===== src/rtl/wm_block_ctrl.sv =====
// wm_block_ctrl: block sequencer for the visible-watermark pixel equation.
// Each block is read once to form its mean G_mu_k and the coefficient-mode
// decision. It is then read again, primary and watermark in lockstep, while
// write strobes for the watermarked output trail the reads by one cycle.
module wm_block_ctrl #(
    parameter int Data_Depth = 8,
    parameter int Block_Log2 = 6,
    parameter int Addr_Width = 16
) (
    input  logic                             clk,
    input  logic                             rst,
    input  logic                             start,
    input  logic [Addr_Width-Block_Log2-1:0] num_blocks,
    input  logic [Data_Depth-1:0]            B_thr,
    input  logic [Data_Depth-1:0]            P_rd_data,
    output logic                             rd_en,
    output logic [Addr_Width-1:0]            rd_addr,
    output logic [Data_Depth-1:0]            G_mu_k,
    output logic                             mode_max,
    output logic                             wr_en,
    output logic [Addr_Width-1:0]            wr_addr,
    output logic                             busy,
    output logic                             done
);

    localparam int BW   = Addr_Width - Block_Log2;
    // A sum of 2**Block_Log2 pixels needs Block_Log2 extra bits, so it never wraps.
    localparam int AccW = Data_Depth + Block_Log2;
    localparam logic [Block_Log2-1:0] IdxLast = '1;

    typedef enum logic [2:0] {
        S_IDLE,
        S_MEAN,
        S_MEAN_FLUSH,
        S_CALC,
        S_PROC,
        S_PROC_FLUSH,
        S_DONE
    } state_e;

    state_e                state_q, state_d;
    logic [BW-1:0]         blk_q, blk_d;
    logic [Block_Log2-1:0] idx_q, idx_d;
    logic [BW-1:0]         count_q, count_d;
    logic [AccW-1:0]       acc_q, acc_d;
    logic                  rd_en_q, rd_en_d;
    logic                  mean_vld_q, mean_vld_d;
    logic                  wr_en_q, wr_en_d;
    logic [Addr_Width-1:0] wr_addr_q, wr_addr_d;
    logic [Data_Depth-1:0] g_mu_q, g_mu_d;
    logic                  mode_max_q, mode_max_d;
    logic                  busy_q, busy_d;
    logic                  done_q, done_d;
    logic [Data_Depth-1:0] mean;

    // Floor of the block mean; the shifted sum always fits in Data_Depth bits.
    assign mean = Data_Depth'(acc_q >> Block_Log2);

    // Next-state, counters, accumulator and registered-output computation.
    always_comb begin
        // NOTE: every signal gets a default before the case so no path can leave it unassigned and infer a latch.
        state_d    = state_q;
        blk_d      = blk_q;
        idx_d      = idx_q;
        count_d    = count_q;
        acc_d      = acc_q;
        g_mu_d     = g_mu_q;
        mode_max_d = mode_max_q;

        // Read data for a MEAN-phase read arrives one cycle after its strobe.
        mean_vld_d = rd_en_q && (state_q == S_MEAN);
        if (mean_vld_q) begin
            acc_d = acc_q + AccW'(P_rd_data);
        end

        // Writes trail PROC-phase reads by the one-cycle memory latency.
        wr_en_d   = rd_en_q && (state_q == S_PROC);
        wr_addr_d = wr_en_d ? {blk_q, idx_q} : wr_addr_q;

        unique case (state_q)
            S_IDLE: begin
                if (start) begin
                    if (num_blocks != '0) begin
                        count_d = num_blocks;
                        blk_d   = '0;
                        idx_d   = '0;
                        acc_d   = '0;
                        state_d = S_MEAN;
                    end else begin
                        state_d = S_DONE;
                    end
                end
            end
            S_MEAN: begin
                idx_d = idx_q + Block_Log2'(1);
                if (idx_q == IdxLast) begin
                    state_d = S_MEAN_FLUSH;
                end
            end
            S_MEAN_FLUSH: begin
                state_d = S_CALC;
            end
            S_CALC: begin
                g_mu_d     = mean;
                mode_max_d = (mean >= B_thr);
                idx_d      = '0;
                state_d    = S_PROC;
            end
            S_PROC: begin
                idx_d = idx_q + Block_Log2'(1);
                if (idx_q == IdxLast) begin
                    state_d = S_PROC_FLUSH;
                end
            end
            S_PROC_FLUSH: begin
                if (blk_q == count_q - BW'(1)) begin
                    state_d = S_DONE;
                end else begin
                    blk_d   = blk_q + BW'(1);
                    idx_d   = '0;
                    acc_d   = '0;
                    state_d = S_MEAN;
                end
            end
            S_DONE: begin
                state_d = S_IDLE;
            end
            default: begin
                state_d = S_IDLE;
            end
        endcase

        // Status outputs are decoded from the next state so they register cleanly.
        rd_en_d = (state_d == S_MEAN) || (state_d == S_PROC);
        busy_d  = (state_d != S_IDLE);
        done_d  = (state_d == S_DONE);
    end

    // State and output registers; an asynchronous reset aborts any run at once.
    always_ff @(posedge clk or negedge rst) begin
        if (!rst) begin
            state_q    <= S_IDLE;
            blk_q      <= '0;
            idx_q      <= '0;
            count_q    <= '0;
            acc_q      <= '0;
            rd_en_q    <= 1'b0;
            mean_vld_q <= 1'b0;
            wr_en_q    <= 1'b0;
            wr_addr_q  <= '0;
            g_mu_q     <= '0;
            mode_max_q <= 1'b0;
            busy_q     <= 1'b0;
            done_q     <= 1'b0;
        end else begin
            // NOTE: non-blocking assignments so every flop samples pre-edge values regardless of statement order.
            state_q    <= state_d;
            blk_q      <= blk_d;
            idx_q      <= idx_d;
            count_q    <= count_d;
            acc_q      <= acc_d;
            rd_en_q    <= rd_en_d;
            mean_vld_q <= mean_vld_d;
            wr_en_q    <= wr_en_d;
            wr_addr_q  <= wr_addr_d;
            g_mu_q     <= g_mu_d;
            mode_max_q <= mode_max_d;
            busy_q     <= busy_d;
            done_q     <= done_d;
        end
    end

    assign rd_en    = rd_en_q;
    assign rd_addr  = {blk_q, idx_q};
    assign G_mu_k   = g_mu_q;
    assign mode_max = mode_max_q;
    assign wr_en    = wr_en_q;
    assign wr_addr  = wr_addr_q;
    assign busy     = busy_q;
    assign done     = done_q;

endmodule

===== config.mk =====
export PLATFORM = sky130hd
export DESIGN_NAME = wm_block_ctrl
export DESIGN_NICKNAME = d
export VERILOG_FILES = /design/src/rtl/wm_block_ctrl.sv
export SDC_FILE = /design/constraint.sdc
export NUM_CORES = 1
export LEC_CHECK = 0
export BUFFER_PORTS_ARGS = -buffer_cell sky130_fd_sc_hd__buf_2
export CAP_MARGIN = 20
export CORE_MARGIN = 1.5
export CORE_UTILIZATION = 55
export CTS_BUF_LIST = sky130_fd_sc_hd__clkbuf_8
export CTS_CLUSTER_SIZE = 40
export DETAILED_ROUTE_END_ITERATION = 10
export PLACE_DENSITY = 0.87
export SLEW_MARGIN = 20
export SYNTH_ARGS = -nofsm -noshare
export SYNTH_HDL_FRONTEND = slang
export SYNTH_SLANG_ARGS = --single-unit
export TNS_END_PERCENT = 100

===== constraint.sdc =====
create_clock -name clk -period 6.4 [get_ports clk]
set_input_delay 0 -clock clk [delete_from_list [all_inputs] [get_ports clk]]
set_output_delay 0 -clock clk [all_outputs]
set_load 0.02 [all_outputs]

# --- After elaboration in Yosys (flattened, before gate mapping) ---
# Index checks and enable logic that the tools add are counted.
totals:
  ff_bits: 73
  in_bits: 29
  output_inout_bits: 45
  elab_cells: 62
op_classes:
  add_sub_neg: 4
  n_lt_le_gt_ge: 1
  n_eq_ne: 13
  muxes: 19
  reduce_logical: 12
op_table:
  columns: ["op", "count"]
  rows:
  - ["14-bit two-way mux", 4]
  - ["10-bit two-way mux", 3]
  - ["14-bit one-hot mux with 2 select lines", 1]
  - ["6-bit one-hot mux with 4 select lines", 1]
  - ["10-bit one-hot mux with 2 select lines", 1]
  - ["6-bit two-way mux", 3]
  - ["3-bit one-hot mux with 6 select lines", 1]
  - ["3-bit two-way mux", 5]
  - ["14-bit by 8-bit adder with 14-bit output", 1]
  - ["3-bit equality test (second input constant)", 4]
  - ["10-bit by 1-bit adder with 10-bit output (second input constant)", 1]
  - ["10-bit equality test", 1]
  - ["10-bit nonzero test", 1]
  - ["10-bit by 1-bit subtractor with 10-bit output (second input constant)", 1]
  - ["8-bit >= comparator", 1]
  - ["4-bit AND reduction", 2]
  - ["6-bit by 1-bit adder with 6-bit output (second input constant)", 1]
  - ["3-bit by 1-bit equality test with 1-bit output (second input constant)", 2]
  - ["3-bit by 2-bit equality test with 1-bit output (second input constant)", 2]
  - ["6-bit equality test (second input constant)", 1]
  - ["2-bit inequality test (second input constant)", 3]
  - ["4-bit nonzero test", 1]
  - ["3-bit zero test", 1]
  - ["3-bit AND reduction", 1]
  - ["5 further kinds", 6]

# --- Logic depth before layout (Yosys ltp) ---
# Gate-level depths: netlist of run 1.
logic_depth:
  depth_word: 6
  ltp_mapped: 10
  depth_no_buf: 10

# --- Least setup slack after synthesis of run 1 ---
# OpenSTA, ideal clock, no wires.
synth_path:
  kind: "flip-flop to flip-flop"
  start: "reg count_q[0]"
  end: "reg blk_q[6]"
  setup_ns: 0.128
  t_arrival_ns: 2.050
  path_slack_ns: 4.222
  stages_incl_launch_ff: 11
  path_buffers: 1
  period_less_slack_ns: 2.178
  path_cell_list: "dfrtp_1 -> inv_1 -> ha_1 -> xnor2_1 -> nor3_1 -> nand4_1 -> nand4bb_1 -> o211ai_4 -> buf_6 -> mux2i_1 -> nand3_1"
synth_via:
  elab_chain_len: 4
synth_lines:
  columns: ["element", "line", "rtl"]
  rows:
  - ["from (decl)", "44", "logic [BW-1:0] count_q, count_d;"]
  - ["from (signal assigned)", "160", "count_q <= count_d;"]
  - ["10-bit by 1-bit subtractor with 10-bit output", "116", "if (blk_q == count_q - BW'(1)) begin"]
  - ["10-bit equality test", "116", null]
  - ["2-bit inequality test (no line)", null, null]
  - ["4-bit AND reduction (no line)", null, null]
  - ["to (signal assigned)", "158", "blk_q <= blk_d;"]
  - ["to (decl)", "42", "logic [BW-1:0] blk_q, blk_d;"]
# Every way passes these cells.
# A chain may end at the register's enable or synchronous reset.

# --- Worst setup path in the final report of run 1 ---
layout_path:
  start: "reg count_q[2]"
  end: "reg acc_q[1]"
layout_via:
  elab_chain_len: 4
layout_lines:
  columns: ["element", "line", "rtl"]
  rows:
  - ["10-bit by 1-bit subtractor with 10-bit output", "116", null]
  - ["10-bit equality test", "116", null]
  - ["14-bit two-way mux", "116", null]
  - ["14-bit one-hot mux with 2 select lines", "80", "unique case (state_q)"]
  - ["net acc_d[1]", "45", "logic [AccW-1:0] acc_q, acc_d;"]
  - ["to (signal assigned)", "146", "acc_q <= '0;"]
  - ["to (signal assigned)", "161", "acc_q <= acc_d;"]
  - ["to (decl)", "45", null]
# The timed path passes the listed nets, and every way through them passes these cells.

==> results of run 1 <==
cell type report:
cell class	count	area, um^2
fillers	636	2656
clock buffers	11	151.4
inverters	27	101.3
flip-flops and latches	73	1827
well taps	102	127.6
repair buffers	85	488.0
clock inverters	3	17.52
multi-input cells	313	2278
sequential cells by signal (all words and copies together) (netlist names):
name,cells
blk_q,10
state_q,3
wr_en,1
count_q,10
busy,1
acc_q,14
rd_en,1
G_mu_k,8
idx_q,6
wr_addr,16
done,1
mode_max,1
mean_vld_q,1
cells in the final DEF (no fill, tap or decap), types with 4 or more instances in the layout:
cell	count
dfrtp_1	73
buf_2	72
mux2_2	32
nand2_1	31
nor2_1	29
inv_1	27
o21ai_0	20
nand3_1	19
ha_1	19
a21oi_1	16
dlygate4sd3_1	12
clkbuf_8	11
xor2_1	10
nor3_1	9
and3_1	9
a21o_1	8
o211ai_1	7
nand4_1	6
xnor2_1	6
nor4_1	6
mux2i_1	5
a21boi_0	4
o31ai_1	4
nor2b_1	4
o21a_1	4
final timing paths:
kind | end | from | cells after the start
hold / removal | acc_q[0]$_DFF_PN0_ | P_rd_data[0] | 4
min in group asynchronous | acc_q[1]$_DFF_PN0_ | rst | 2
setup reg to reg | acc_q[1]$_DFF_PN0_ | count_q[2]$_DFFE_PN0P_ | 7
hold reg to reg | G_mu_k[0]$_DFFE_PN0P_ | G_mu_k[0]$_DFFE_PN0P_ | 2
setup / recovery | acc_q[1]$_DFF_PN0_ | count_q[2]$_DFFE_PN0P_ | 7
max in group asynchronous | wr_addr[5]$_DFFE_PN0P_ | rst | 2
metal layers:
metal,wire (um),share of wire [%],up-vias
met5,0,0,-
met4,211,2.2,0
met3,679,7.1,25
met2,4665,49,142
met1,3961,42,1704
li1,-,-,1718
power by group through the flow:
stage / logic [mW] / clock network (mW) / registers, mW
after global routing: 0.741 / 0.343 / 0.717
after global placement: 0.611 / 0 / 0.697
after floorplan: 0.506 / 0 / 0.681
final: 0.659 / 0.320 / 0.698
after detailed placement: 0.644 / 0 / 0.706
after CTS: 0.658 / 0.327 / 0.697
kinds of logic (layout without fill, tap and decap cells):
family          after synthesis  count (layout)  synth area share [%]
buf+inv                      46             126                 4.954
xor+xnor                     16              16                 3.244
compound gates               98              98                 16.11
mux                          37              37                 9.502
simple gates                142             142                 17.93
fa+ha+maj                    20              20                 5.968
flops                        73              73                 42.29
what timing repair did:
item / 4_1_cts / 5_1_grt
hold endpoints to repair: 84 / 0
buffers inserted: 0 / 0
gates resized for setup: 0 / 0
hold buffers: 12 / 0
worst register-to-register path: cells and delay by family, from the launching register on:
kind / cells / cell delay, ns
AO/OA/AOI/OAI: 4 / 1.15
AND/OR/NAND/NOR: 3 / 1.03
flip-flops: 1 / 0.48
metrics by stage:
stage	hold WS, ns	utilization, %	cells	cell area [um^2]	setup WS [ns]
floorplan	-0.2956	-	432	4319	4.222
global placement	0.1785	61.49	588	4702	3.840
detailed placement	0.1986	61.49	588	4702	3.724
finish	0.01608	65.27	614	4991	3.660
CTS	0.01732	65.27	614	4991	3.709
global route	0.04039	65.27	614	4991	3.480
==> impl_metrics.csv, run 1 <==
group,metric,value,unit
run_status,outcome,"finished clean",
logic_synthesis,synth_area_per_cell,9.998,um^2
drt,wl_per_cell,15.50,um
sta,fin_crit,2.740,ns
floorplan,rows,32,
drt,vias,3589,
drt,ant_nets,0,
logic_synthesis,ys_seq_elements,73,
sta,slew_violations,0,
logic_synthesis,synth_most_common_cell,"dfrtp_1",
grt,grt-busiest-layer,"met2",
clock_tree,cts-buffers-inserted,9,
layout,drive_gt1_share,27.34,%
floorplan,ios,74,
power_and_ir_drop,p_total,1.677,mW
grt,gr-usage-all-layers,24.42,%
grt,grtUsageMet1,30.11,%
logic_synthesis,async_flop_share,100.0,%
setup_path,setup.worst_path.class,"register to register",
grt,antenna_found_initial,0,
setup_path,crit_family,"compound AO/OA/AOI/OAI gates",
floorplan,core,0.007647,mm^2
power_and_ir_drop,clkPwrFrac,19.1,%
drt,wl,9517,um
sta,max_freq,0.3650,GHz
sta,finalCritPeriodShare,42.81,%
setup_path,end_kind,"register",
logic_synthesis,yosys.area.top_type,"dfrtp_1",
power_and_ir_drop,peakVddDrop,0.1805,mV
grt,gr-total-overflow,0,
power_and_ir_drop,switching_share,39.12,%
setup_path,cp_slowest_cell,"dfrtp_1",
logic_synthesis,synth_nets,481,
setup_path,crit_top_cell,"o211ai_1",
grt,grt_pass1_wl,16380,um
clock_tree,clk_path_buf_depth,2,
logic_synthesis,syn-cell-area,0.004319,mm^2
sta,hold_viol,0,
floorplan,die_y,91.62,um
sta,worst_pin_slew,0.9027,ns
logic_synthesis,synth_edf_count,0,
grt,grt_start_max_net_pins,74,
clock_tree,cts_tree,"yes",
setup_path,cp_slowest_stage_delay,0.48,ns
logic_synthesis,synthTopCellsByArea,"dfrtp_1 42%, mux2_2 8.3%, ha_1 5.5%, nand2_1 2.7%, nor2_1 2.5%",
drt,drcViolationCount,0,
sta,rsz0062_at_grt,"no",
power_and_ir_drop,power.density,336.0,mW/mm^2
power_and_ir_drop,power.internal,1.021,mW
floorplan,initial_utilization,56.48,%
setup_path,path_buf_inv,0,
setup_path,worst_ep_required_time,6.66,ns
setup_path,crit_chain,"nor4_4 -> o211ai_1 -> o211ai_1 -> nand4bb_1 -> o211ai_4 -> nor2_1 -> a211oi_1",
logic_synthesis,ys_types,63,
power_and_ir_drop,p_comb_share,39.3,%
clock_tree,cts.sinks,73,
logic_synthesis,yosysWarnings,0,
floorplan,dieWidth,91.62,um
layout,n_antenna_cell,0,
setup_path,worst-path-max-fanout,16,
floorplan,die_area,0.008393,mm^2
placement,portBuffers,73,
sta,finClkSkew,0.009254,ns
clock_tree,cts-root-buf,"clkbuf_8",
logic_synthesis,ys.flop_type,"dfrtp_1",
clock_tree,clkTransAtPathRegs,0.07,ns
logic_synthesis,synthTopCellsByCount,"73 x dfrtp_1, 32 x mux2_2, 31 x nand2_1",
setup_path,r2r_setup_slack,3.66,ns
power_and_ir_drop,power.switching,0.6561,mW
grt,grtUsageMet2,41.92,%
drt,first_pass_iters,5,
setup_path,arrival,3.00,ns
placement,gp_congestion,0.8938,
logic_synthesis,synth_top_area_share,42.29,%
power_and_ir_drop,power_frac_seq,41.6,%
drt,avgViaCountPerCell,5.845,
sta,setup_violations,0,
worst_hold_path,hp-class,"input pin to register",
layout,area_growth,15.56,%
drt,drtIter0Drc,228,
clock_tree,clk_latency,0.35,ns
layout,final_nets,558,
power_and_ir_drop,p_leak,2.479,nW
clock_tree,htree_levels,3,
placement,dp_hpwl,6964,um
grt,use_met3,5.224,%
job,max-cap-violations,0,
sta,max-slew-margin-rel,39.82,%
logic_synthesis,synthCells,432,
setup_path,worst_setup_path_start_kind,"register",
sta,fin_tns_setup,0,ns
grt,grt_pass1_vias,3595,
logic_synthesis,ys_seq_area_share,42.29,%
(Power assumes the default switching activity.)
==> run 2, diff against run 1 <==
--- a/config.mk
+++ b/config.mk
@@ -5,6 +5,7 @@
 export SDC_FILE = /design/constraint.sdc
 export NUM_CORES = 1
 export LEC_CHECK = 0
+export ABC_AREA = 1
 export BUFFER_PORTS_ARGS = -buffer_cell sky130_fd_sc_hd__buf_2
 export CAP_MARGIN = 20
 export CORE_MARGIN = 1.5
@@ -12,7 +13,7 @@
 export CTS_BUF_LIST = sky130_fd_sc_hd__clkbuf_8
 export CTS_CLUSTER_SIZE = 40
 export DETAILED_ROUTE_END_ITERATION = 10
-export PLACE_DENSITY = 0.87
+export PLACE_DENSITY = 0.88
 export SLEW_MARGIN = 20
 export SYNTH_ARGS = -nofsm -noshare
 export SYNTH_HDL_FRONTEND = slang
==> constraint.sdc (replaced) <==
create_clock -name clk -period 2.7 [get_ports clk]
set_input_delay 0 -clock clk [delete_from_list [all_inputs] [get_ports clk]]
set_output_delay 0 -clock clk [all_outputs]
set_load 0.02 [all_outputs]
==> run 2 against run 1 <==
Net effect:
- design area is 2.1% lower
- sequential power is 130% higher
- highest routed layer unchanged
- combinational power grew to 2.7 times the previous value
- largest power group is now combinational logic
- via count is 6.9% higher
- sequential share of layout area is 0.78 points higher
- clock skew is 0.00071 ns higher
- cell count is 20% higher
==> impl_metrics.csv, run 2 <==
group,metric,value,unit
clock_tree,cts.sinks,73,
logic_synthesis,yosys.area.top_type,"dfrtp_1",
logic_synthesis,ys_seq_area_share,44.38,%
worst_hold_path,hold_path_startpoint,"start",
clock_tree,cts-root-buf,"clkbuf_8",
sta,fin_crit,2.271,ns
clock_tree,cts-buffers-inserted,9,
sta,hold_viol,0,
drt,avgViaCountPerCell,5.218,
sta,max-slew-margin-rel,46.38,%
logic_synthesis,yosysWarnings,0,
setup_path,worstReg2RegEnd,"busy$_DFF_PN0_",
logic_synthesis,synthTopCellsByCount,"149 x nand2_1, 73 x dfrtp_1, 69 x inv_1",
setup_path,r2r_setup_slack,0.43,ns
layout,mostFrequentLayoutCell,"nand2_1",
drt,first_pass_iters,5,
layout,final_nets,680,
clock_tree,post_cts_resize_count,0,
layout,n_antenna_cell,0,
logic_synthesis,synthCells,545,
grt,grt_pass1_wl,15830,um
setup_path,worst-path-max-fanout,33,
setup_path,path_buf_inv,1,
setup_path,crit_chain,"inv_2 -> ha_1 -> nand2_1 -> nor2_1 -> nand3_1 -> nand2_1 -> nand2_1 -> nor2_1 -> nand2_1 -> nand2_2 -> nand2_4 -> nor2_1 -> nand3b_1",
worst_hold_path,min_path_cells,3,
layout,area_growth,18.72,%
setup_path,worst_setup_path_start_kind,"register",
clock_tree,postCtsSetupBuffers,0,
setup_path,end_kind,"register",
floorplan,rows,31,
sta,finClkSkew,0.009966,ns
power_and_ir_drop,p_leak,2.662,nW
placement,gp_congestion,0.8522,
sta,slew_violations,0,
run_status,outcome,"finished clean",
setup_path,cp_slowest_stage_delay,0.42,ns
logic_synthesis,synth_most_common_cell,"nand2_1",
clock_tree,clk_path_buf_depth,2,
clock_tree,clkTransAtPathRegs,0.08,ns
worst_hold_path,hp-class,"input pin to register",
layout,largest_register_ffs,16,
logic_synthesis,synth_edf_count,0,
drt,wl_per_cell,13.01,um
clock_tree,clk_latency,0.35,ns
job,max-cap-violations,0,
clock_tree,htree_levels,3,
logic_synthesis,synth_area_per_cell,7.553,um^2
sta,max_freq,0.4403,GHz
logic_synthesis,ys_types,32,
drt,ant_nets,0,
sta,worst_pin_slew,0.8034,ns
clock_tree,cts_tree,"yes",
logic_synthesis,ys.flop_type,"dfrtp_1",
floorplan,die_y,89.51,um
grt,grt_pass1_vias,3595,
drt,wl,9562,um
setup_path,cp_slowest_cell,"dfrtp_1",
floorplan,core,0.007253,mm^2
sta,rsz0062_at_grt,"no",
layout,final_cell_mix,"149 x nand2_1, 73 x dfrtp_1, 73 x buf_2",
setup_path,rr_startpoint,"count_q[0]$_DFFE_PN0P_",
logic_synthesis,synth_nets,594,
power_and_ir_drop,peakVddDrop,0.4605,mV
grt,gr-total-overflow,0,
clock_tree,hold_buffers,11,
worst_hold_path,holdPathEnd,"done$_DFF_PN0_",
setup_path,crit_family,"simple AND/OR/NAND/NOR gates",
setup_path,arrival,2.50,ns
drt,vias,3835,
drt,drcViolationCount,0,
logic_synthesis,ys_seq_elements,73,
sta,setup_violations,0,
sta,finalCritPeriodShare,84.12,%
floorplan,dieWidth,89.51,um
setup_path,setup.worst_path.class,"register to register",
placement,portBuffers,73,
grt,grt_start_max_net_pins,43,
grt,gr-usage-all-layers,25.94,%
setup_path,worst_ep_required_time,2.93,ns
sta,layout_setup_ws,0.4288,ns
sta,fin_tns_setup,0,ns
placement,pre_cts_slack,0.5476,ns
setup_path,r2r_cells,13,
placement,dp_hpwl,6993,um
grt,antenna_found_initial,0,
power_and_ir_drop,power.density,867.4,mW/mm^2
drt,drtIter0Drc,260,
logic_synthesis,async_flop_share,100.0,%
logic_synthesis,synthTopCellsByArea,"dfrtp_1 44%, nand2_1 14%, inv_1 6.3%, nor2_1 6.0%, ha_1 5.8%",
floorplan,ios,74,
logic_synthesis,synth_top_area_share,44.38,%
layout,drive_gt1_share,18.08,%
floorplan,die_area,0.008012,mm^2
floorplan,initial_utilization,56.75,%
setup_path,crit_top_cell,"nand2_1",
logic_synthesis,syn-cell-area,0.004116,mm^2
-- run 2: cell type report --
class,count,area [um^2]
clock buffer,9,123.9
clock inverter,7,77.57
tap,99,123.9
fill,611,2366
sequential,73,1827
multi-input combinational,381,1928
inverter,79,296.5
timing repair buffer,87,510.5
-- run 2: worst max-delay path by stage --
stage	slack, ns	to	cells after the start	startpoint
floorplan	0.85	acc_q[12]$_DFF_PN0_	12	acc_q[0]$_DFF_PN0_
global placement	0.68	busy$_DFF_PN0_	15	count_q[0]$_DFFE_PN0P_
detailed placement	0.55	busy$_DFF_PN0_	15	count_q[0]$_DFFE_PN0P_
CTS	0.46	busy$_DFF_PN0_	13	count_q[0]$_DFFE_PN0P_
global route	0.22	busy$_DFF_PN0_	13	count_q[0]$_DFFE_PN0P_
finish	0.43	busy$_DFF_PN0_	13	count_q[0]$_DFFE_PN0P_
-- run 2: tightest hold or removal path, cell delays in order --
cell     delay, ns
buf_2         0.11
nand3_1       0.12
nand2_1       0.08
-- run 2: cells by family after synthesis --
family,Yosys count,share of synthesized area [%]
flip-flops,73,44.38
AND/OR/NAND/NOR,271,27.75
AO/OA/AOI/OAI,77,10.06
buffers and inverters,91,8.784
adder cells (fa/ha/maj),20,6.261
XOR/XNOR,13,2.766
-- run 2: power breakdown --
part           switching (mW)  leakage (nW)  internal, mW
registers               0.248         0.938          1.36
clock network           0.435         0.101         0.436
logic                    1.08          1.62         0.681
-- run 2: metal layers --
layer	part of all wire (%)	global-route usage, %	up-vias	wire length (um)
met5	0	0	-	0
met4	2.1	11.89	0	205
met3	4.7	4.155	25	445
met2	51	44.77	127	4865
met1	42	31.94	1790	4045
li1	-	-	1893	-
-- run 2: stage by stage --
stage	hold slack, ns	power [mW]	utilization, %	cells	area [um^2]
detailed placement	0.1086	3.336	63.08	708	4576
global route	0.02604	4.607	67.38	735	4887
global placement	0.09107	3.238	63.08	708	4576
CTS	0.004690	4.238	67.38	735	4887
floorplan	-0.2956	2.893	-	545	4116
finish	0.008406	4.239	67.38	735	4887
